$ cat src/rtl/store_queue_ctrl_pkg.sv
// Shared types for the store queue: access widths, queue entry layout, control states.
package pcl_store_pkg;

  localparam int unsigned SQ_MAX_ADDR_W = 32;

  typedef enum logic [1:0] {
    ST_BYTE = 2'd0,
    ST_HALF = 2'd1,
    ST_WORD = 2'd2,
    ST_RSVD = 2'd3
  } st_width_e;

  typedef struct packed {
    logic [SQ_MAX_ADDR_W-3:0] word_addr;
    logic [3:0]               mask;
    logic [31:0]              dat;
  } sq_entry_t;

  typedef enum logic [1:0] {
    RUN,
    DRAIN,
    DONE
  } sq_state_e;

endpackage

$ cat src/rtl/store_queue_ctrl_lane_gen.sv
// Turns a right-justified store into byte strobes and lane-replicated data, flagging misalignment.
module store_lane_gen
  import pcl_store_pkg::*;
(
  input  logic [1:0]  width,
  input  logic [1:0]  off,
  input  logic [31:0] dat,
  output logic        misalign,
  output logic [3:0]  mask,
  output logic [31:0] wdat
);

  // Decode width into strobes/replicated data; reserved width is always an error.
  always_comb begin
    misalign = 1'b0;
    mask     = '0;
    wdat     = '0;
    unique case (st_width_e'(width))
      ST_BYTE: begin
        mask = 4'b0001 << off;
        wdat = {4{dat[7:0]}};
      end
      ST_HALF: begin
        misalign = off[0];
        mask     = 4'b0011 << off;
        wdat     = {2{dat[15:0]}};
      end
      ST_WORD: begin
        misalign = (off != 2'd0);
        mask     = 4'b1111;
        wdat     = dat;
      end
      default: misalign = 1'b1;
    endcase
  end

endmodule

$ cat src/rtl/store_queue_ctrl.sv
// In-order store queue: lane-aligns stores, buffers them and drains over a req/ack port.
module store_queue_ctrl
  import pcl_store_pkg::*;
#(
  parameter int unsigned DEPTH  = 4,
  parameter int unsigned ADDR_W = 32
) (
  input  logic              clk,
  input  logic              rst,
  input  logic              st_vld,
  output logic              st_rdy,
  input  logic [ADDR_W-1:0] st_addr,
  input  logic [1:0]        st_width,
  input  logic [31:0]       st_dat,
  output logic              st_err,
  output logic              mem_req,
  input  logic              mem_ack,
  output logic [ADDR_W-1:0] mem_addr,
  output logic [3:0]        mem_wr_mask,
  output logic [31:0]       mem_wr_dat,
  input  logic [ADDR_W-1:0] ld_chk_addr,
  output logic              ld_hazard,
  input  logic              fence_req,
  output logic              fence_done,
  output logic              idle
);

  localparam int unsigned    PTR_W = (DEPTH > 1) ? $clog2(DEPTH) : 1;
  localparam logic [PTR_W:0] FULL  = (PTR_W + 1)'(DEPTH);

  // Word addresses are kept at package width so the entry struct is parameter-independent.
  function automatic logic [SQ_MAX_ADDR_W-3:0] word_of(input logic [ADDR_W-1:0] a);
    logic [SQ_MAX_ADDR_W-3:0] w;
    w = '0;
    w[ADDR_W-3:0] = a[ADDR_W-1:2];
    return w;
  endfunction

  sq_state_e       state, state_nxt;
  logic [PTR_W-1:0] wr_ptr, rd_ptr;
  logic [PTR_W:0]   count;
  logic [DEPTH-1:0] valid;
  sq_entry_t        entries [DEPTH];
  sq_entry_t        new_entry;
  sq_entry_t        head;

  logic        misalign;
  logic [3:0]  lane_mask;
  logic [31:0] lane_dat;
  logic        st_hs, push, pop;
  logic [SQ_MAX_ADDR_W-3:0] chk_word;

  store_lane_gen u_lane (
    .width    (st_width),
    .off      (st_addr[1:0]),
    .dat      (st_dat),
    .misalign (misalign),
    .mask     (lane_mask),
    .wdat     (lane_dat)
  );

  assign st_rdy    = (count != FULL) && (state == RUN);
  assign st_hs     = st_vld && st_rdy;
  assign push      = st_hs && !misalign;
  assign mem_req   = (count != '0);
  assign pop       = mem_req && mem_ack;
  assign idle      = (count == '0) && (state == RUN);
  assign chk_word  = word_of(ld_chk_addr);

  assign new_entry = '{word_addr: word_of(st_addr), mask: lane_mask, dat: lane_dat};
  assign head        = entries[rd_ptr];
  assign mem_addr    = {head.word_addr[ADDR_W-3:0], 2'b00};
  assign mem_wr_mask = head.mask;
  assign mem_wr_dat  = head.dat;

  // Queue storage: payload needs no reset, validity lives in the valid vector.
  always_ff @(posedge clk) begin
    if (push) entries[wr_ptr] <= new_entry;
  end

  // Pointers, occupancy, per-entry valid bits and the misaligned-store pulse.
  always_ff @(posedge clk) begin
    if (rst) begin
      wr_ptr <= '0;
      rd_ptr <= '0;
      count  <= '0;
      valid  <= '0;
      st_err <= 1'b0;
    end else begin
      st_err <= st_hs && misalign;
      if (push) begin
        valid[wr_ptr] <= 1'b1;
        wr_ptr        <= wr_ptr + PTR_W'(1);
      end
      if (pop) begin
        valid[rd_ptr] <= 1'b0;
        rd_ptr        <= rd_ptr + PTR_W'(1);
      end
      unique case ({push, pop})
        2'b10:   count <= count + (PTR_W + 1)'(1);
        2'b01:   count <= count - (PTR_W + 1)'(1);
        default: count <= count;
      endcase
    end
  end

  // Load hazard: any valid entry (including one popping this cycle) on the same word.
  always_comb begin
    ld_hazard = 1'b0;
    for (int unsigned i = 0; i < DEPTH; i++) begin
      if (valid[i] && (entries[i].word_addr == chk_word)) ld_hazard = 1'b1;
    end
  end

  // Fence state register.
  always_ff @(posedge clk) begin
    if (rst) state <= RUN;
    else     state <= state_nxt;
  end

  // Fence sequencing: block stores while draining, pulse done once empty.
  always_comb begin
    state_nxt  = state;
    fence_done = 1'b0;
    unique case (state)
      RUN:   if (fence_req) state_nxt = DRAIN;
      DRAIN: if (count == '0) state_nxt = DONE;
      DONE: begin
        fence_done = 1'b1;
        state_nxt  = RUN;
      end
      default: state_nxt = RUN;
    endcase
  end

endmodule

$ cat config.mk
export PLATFORM = sky130hd
export DESIGN_NAME = store_queue_ctrl
export DESIGN_NICKNAME = d
export VERILOG_FILES = /design/src/rtl/store_queue_ctrl_pkg.sv /design/src/rtl/store_queue_ctrl_lane_gen.sv /design/src/rtl/store_queue_ctrl.sv
export SDC_FILE = /design/constraint.sdc
export NUM_CORES = 1
export LEC_CHECK = 0
export CORE_MARGIN = 4
export CORE_UTILIZATION = 59
export DETAILED_ROUTE_END_ITERATION = 8
export GPL_TIMING_DRIVEN = 0
export PLACE_DENSITY = 0.87
export SYNTH_ARGS = -nofsm -noshare
export SYNTH_HDL_FRONTEND = slang
export SYNTH_SLANG_ARGS = --single-unit
$ cat constraint.sdc
create_clock -name clk -period 4.55 [get_ports clk]
set_input_delay 0.91 -clock clk [delete_from_list [all_inputs] [get_ports clk]]
set_output_delay 0.91 -clock clk [all_outputs]
set_load 0.02 [all_outputs]
# Word level (Yosys, flattened, before mapping)
# Memory sizes are Yosys's and may differ from the RTL's. A register that Yosys moved wholly into a read port is not among the register bits.
# Index checks and enable logic that the tools add are counted.
[op_classes]
addsub = 4
n_lt_le_gt_ge = 4
n_reduce_logical = 20
n_bitwise = 3
eq_ne = 13
muxes = 23
shifts = 2
[ops]
columns = ["cell", "count"]
rows = [
  ["== test 30 bit", 4],
  ["one-hot mux 32 bit (3 select lines)", 1],
  ["logical AND 1 bit", 12],
  ["2-to-1 mux 4 bit", 3],
  ["one-hot mux 4 bit (3 select lines)", 1],
  ["2-to-1 mux 1 bit", 9],
  ["2-to-1 mux 2 bit", 4],
  ["== test 2 x 1 -> 1 bit, second input constant", 3],
  ["== test 2 bit, second input constant", 3],
  ["less-than comparator 2 x 3 -> 1 bit, second input constant", 2],
  ["one-hot mux 3 bit (2 select lines)", 1],
  ["adder 2 x 1 -> 2 bit, second input constant", 2],
  ["AND 4 bit", 1],
  ["demux 1 bit (select 2 bit)", 2],
  [">= comparator 2 x 1 -> 1 bit, second input constant", 2],
  ["zero test 2 bit", 2],
  ["!= test 2 bit, second input constant", 2],
  ["inverter 4 bit", 1],
  ["bitwise OR 4 bit", 1],
  ["one-hot mux 2 bit (2 select lines)", 1],
  ["nonzero test 2 bit", 2],
  ["left shift 1 x 2 -> 4 bit, first input constant", 1],
  ["left shift 2 x 2 -> 4 bit, first input constant", 1],
  ["adder 3 x 1 -> 3 bit, second input constant", 1],
  ["7 further kinds", 7],
]
[word_totals]
wordCells = 76
ramBits = 264
output_inout_bits = 74
regBits = 14
n_memories = 1
[mem_list]
columns = ["name", "words", "width", "read_ports", "rd_clocked_by_memory_dff", "write_ports", "line_no", "rtl"]
rows = [
  ["entries", 4, 66, 5, 1, 1, "store_queue_ctrl.sv:43", "sq_entry_t entries [DEPTH];"],
]

# Logic depth before layout (Yosys ltp)
[depth]
ltp_word = 9
mapped_depth = 11

# Modules after synthesis
# Synthesis repeated with hierarchy kept, for this count alone.
[hier_totals]
cells_unflattened = 685
hier_area_um2 = 12229.2
[by_module_without_submodules]
columns = ["module", "area_each_um2", "instances", "cells_per_inst"]
rows = [
  ["store_queue_ctrl", 11647.4, 1, 606],
  ["store_lane_gen", 581.8, 1, 79],
]

# Least setup slack after synthesis
# OpenSTA, ideal clock, no wires.
[synth_timing]
path_kind = "input port to output port"
start = "input port ld_chk_addr[4]"
end = "output port ld_hazard"
path_stages = 6
path_buffers = 1
t_arrival_ns = 1.925
slack_ns = 1.715
path_cell_list = "clkbuf_1 > xnor2_1 > nand4_1 > nor4_1 > nand4_1 > nand4_1"
[synth_between]
elab_chain_cells = 6
elab_cells_between_ends = 12
[synth_rtl]
columns = ["item", "line_no", "rtl"]
rows = [
  ["start: declaration", "store_queue_ctrl.sv:21", "input logic [ADDR_W-1:0] ld_chk_addr,"],
  ["== test 30 bit", "store_queue_ctrl.sv:111", "if (valid[i] && (entries[i].word_addr == chk_word)) ld_hazard = 1'b1;"],
  ["logical AND 1 bit", "store_queue_ctrl.sv:111", ""],
  ["2-to-1 mux 1 bit (3 in a row)", "store_queue_ctrl.sv:111", ""],
  ["2-to-1 mux 1 bit (*)", "store_queue_ctrl.sv:111", ""],
  ["end: declaration", "store_queue_ctrl.sv:22", "output logic ld_hazard,"],
]
# Mark *: on every way between the ends. The rest lies on a longest branch, timed or not.

# Worst setup path in the final report
[layout_timing]
start = "input port ld_chk_addr[8]"
end = "output port ld_hazard"
# Same word-level chain as after synthesis.

==> reports/summary.md <==
The run finished with clean final reports. The cell repeated most along the worst path was sky130_fd_sc_hd__nand4_1. For the number of instances in the synthesized netlist, the log shows 693.

The worst clock skew was 0.00718 ns. Most used flip-flop cell after synthesis: sky130_fd_sc_hd__edfxtp_1. 0 antenna diodes ended up in the layout. The run gives 0.601 as the initial core utilization.

By area the synthesized netlist is led by sky130_fd_sc_hd__edfxtp_1 65%, sky130_fd_sc_hd__mux4_2 12%, sky130_fd_sc_hd__xnor2_1 5.6%, sky130_fd_sc_hd__xor2_1 3.3%, sky130_fd_sc_hd__dfxtp_1 2.6%. The first detailed-routing pass ran for 5 iterations. The number of antenna violations at the first check in global routing is 1, and the worst vdd rail ir drop is 0.374 mV.

Routability-driven placement finished with a final weighted congestion of 0.955. The tool flagged a number of max-cap violations equal to 0. For the worst slew margin relative to its limit, the log shows 0.288.

Final core area utilization: 0.742. Setup repair after global routing left no endpoint under its margin. The worst path in the final design needs a cycle of 4.34 ns, including I/O delays and setup.

From synthesis to final layout, the design area changed by 23.5%. The final hold violation count was 0. Counting instances in the post-synthesis netlist gives the leading cell types as 264 x sky130_fd_sc_hd__edfxtp_1, 78 x sky130_fd_sc_hd__xnor2_1, 66 x sky130_fd_sc_hd__mux4_2. The post-detailed-route wirelength per cell was 24.3 um; the worst-margin pin slew was 1.07 ns. The post-cts sizing count was 0; the largest driver fanout on the critical path was 4.

The average instance in the mapped netlist occupies 17.5 um2. The type of the worst setup path is in -> out. The tools report the overall global routing resource usage as 0.248.

The logs give 0 for the number of post-CTS setup repair buffers and 18800 um for the final HPWL from detailed placement. The layout has 1187 filler cells. The sequential cell area fraction in the yosys report was 0.679; the die area was 0.0230 mm2. The die is 152 um wide. The power per cell area was 486 mW/mm2. Counting along the longest clock path gives a buffer depth of 3.

sky130_fd_sc_hd__edfxtp_1 is the most common cell in the netlist. Summed over all layers, the global routing overflow is 0. After clock tree synthesis, the clock-pin slew on the worst setup and hold paths is 0.06 ns. Clock tree synthesis inserted a total of 28 buffers.

Power comes to 0.00730 W. In this run the worst hold path is classified as reg -> reg. The final layout contains 990 nets.

The later pin in the worst-skew pair is clocked with a latency of 0.53 ns. The per-cell via count in the routed design is 5.97, and the residual DRC count is 0. The delay of the slowest cell on the worst path was 0.63 ns; the buffer and inverter count on the worst path was 2. The logs give 34 for the number of distinct library cells after synthesis and 0 for the number of routed nets with antenna violations.

On the critical path, the stage with the largest delay is an instance of sky130_fd_sc_hd__clkdlybuf4s50_1. The synthesized design contains 264 enable-type register cells. The proportion of layout cells with a drive suffix above 1 came out at 0.146. The run gives 3.43 ns as the arrival time at the worst endpoint. The logs give 0 for the number of max-slew violations in the final report and 3.64 ns for the required time reported for the critical path endpoint. The run gives 7250 as the number of global-route vias before repair. The critical path goes through clkdlybuf4s50_1, xnor2_1, nand4_1, nor4_1, nand4_1, nand4_1, clkdlybuf4s50_1.

The first global-routing pass estimated 42200 um of wire. The floorplan step defined a core boundary enclosing 0.0202 mm2. The tree is rooted in a sky130_fd_sc_hd__clkbuf_16.

Setup violations remaining at the end of the flow were counted as 0. The mapped cell area was 0.0122 mm2; the count of yosys warnings during synthesis was 0. The floorplan has 52 rows. The fraction of synthesis flops using an asynchronous set or reset pin works out to 0.

For this design, the CTS-stage hold fixing added 0 buffers. The top cell type's share of synthesized area is 0.652. The kind of cell adding the most delay to the critical path is buffers and inverters. The CTS H-tree depth is 1. For this block, the initial DRC count from the detailed router was 529. The flop and latch count out of synthesis came out at 280.

After detailed routing, the total wire length is 28400 um. Static timing analysis puts the maximum clock frequency at 230 MHz. The worst setup path is launched from an input port. TritonCTS built the clock tree. The logs give 68 for the pin count of the biggest net entering global routing and 280 for the number of sinks driven by the clock tree.

177 I/O pins were placed. In this run the vertical extent of the chip is 152 um. The analysis attributes to cell leakage a power of 4.92 nW. Setup total negative slack on the finished layout was measured at 0 ns. The count of port buffers added during placement works out to 153. Ratio of final minimum period to clock period: 0.954. sky130_fd_sc_hd__edfxtp_1 takes more of the synthesized area than any other cell. STA classifies the critical path endpoint as a primary output. The run gives 6968 as the total number of vias.
per-layer routing:
layer	routed length, um	vias to the layer above	global-route usage
li1	-	3061	-
met1	10300	3482	0.319
met2	14600	365	0.428
met3	2800	58	0.0628
met4	714	2	0.0651
met5	14	-	0
worst register-to-register path: cells and delay by family (launching register included):
family / cells / cell delay (ns)
simple gates: 3 / 1.15
flops: 1 / 0.38
compound gates: 1 / 0.48
layout make-up:
cell class                      instances  area (um2)  share of cell area
Sequential cell                       280        8250               0.549
Timing Repair Buffer                  153        1530               0.102
Buffer                                 46         203              0.0135
Inverter                               17        63.8             0.00425
Tap cell                              270         338              0.0225
Multi-Input combinational cell        351        3640               0.243
Clock inverter                         19         249              0.0166
Clock buffer                           32         737              0.0491
cells by family after synthesis:
| kind of cell | count (synthesis) | synth area share |
|---|---|---|
| compound gates | 50 | 0.0258 |
| xor+xnor | 124 | 0.0894 |
| fa+ha+maj | 10 | 0.0109 |
| buf+inv | 63 | 0.0219 |
| flops | 280 | 0.679 |
| mux | 79 | 0.133 |
| other cells | 1 | 0.000309 |
| simple gates | 86 | 0.0397 |
path summary, 6_finish.rpt:
kind	slack, ns	start	depth (start not counted)	endpoint
min reg2reg	0.49	valid[0]$_SDFF_PP0_	1	valid[0]$_SDFF_PP0_
min	0.49	valid[0]$_SDFF_PP0_	1	valid[0]$_SDFF_PP0_
max reg2reg	2.07	count[0]$_SDFFE_PP0P_	4	entries[1][18]$_DFFE_PP_
max	0.21	ld_chk_addr[8]	7	ld_hazard
power breakdown:
group | internal [W] | switching (W) | total (W)
Combinational | 0.000900 | 0.000933 | 0.00183
Sequential | 0.00296 | 0.0000616 | 0.00302
Clock | 0.00150 | 0.000944 | 0.00244
per-stage QoR:
stage | cells | area [um2] | setup slack, ns | hold slack (ns)
final | 1168 | 15000 | 0.209 | 0.489
after global routing | 1168 | 15000 | 0.182 | 0.510
after detailed placement | 1117 | 14000 | 0.304 | 0.467
after global placement | 1117 | 14000 | 0.308 | 0.458
after floorplan | 694 | 12200 | 1.72 | 0.440
after CTS | 1168 | 15000 | 0.303 | 0.493
sequential cells by signal, indices dropped and copies added (netlist names), named ones only:
register,flops
count,3
entries,264
rd_ptr,2
st_err,1
state,2
valid,4
wr_ptr,2
cell usage in the layout (no fill, tap or decap), types with 17 or more instances in the layout:
cell type / n
sky130_fd_sc_hd__xnor2_1: 78
sky130_fd_sc_hd__inv_1: 17
sky130_fd_sc_hd__mux4_2: 66
sky130_fd_sc_hd__clkdlybuf4s50_1: 153
sky130_fd_sc_hd__xor2_1: 46
sky130_fd_sc_hd__edfxtp_1: 264
sky130_fd_sc_hd__clkbuf_16: 29
sky130_fd_sc_hd__nand4_1: 25
sky130_fd_sc_hd__clkbuf_1: 31
sky130_fd_sc_hd__nor4_1: 17
sky130_fd_sc_hd__nor2_1: 19
Note: power is estimated with default switching activity, not from simulation.
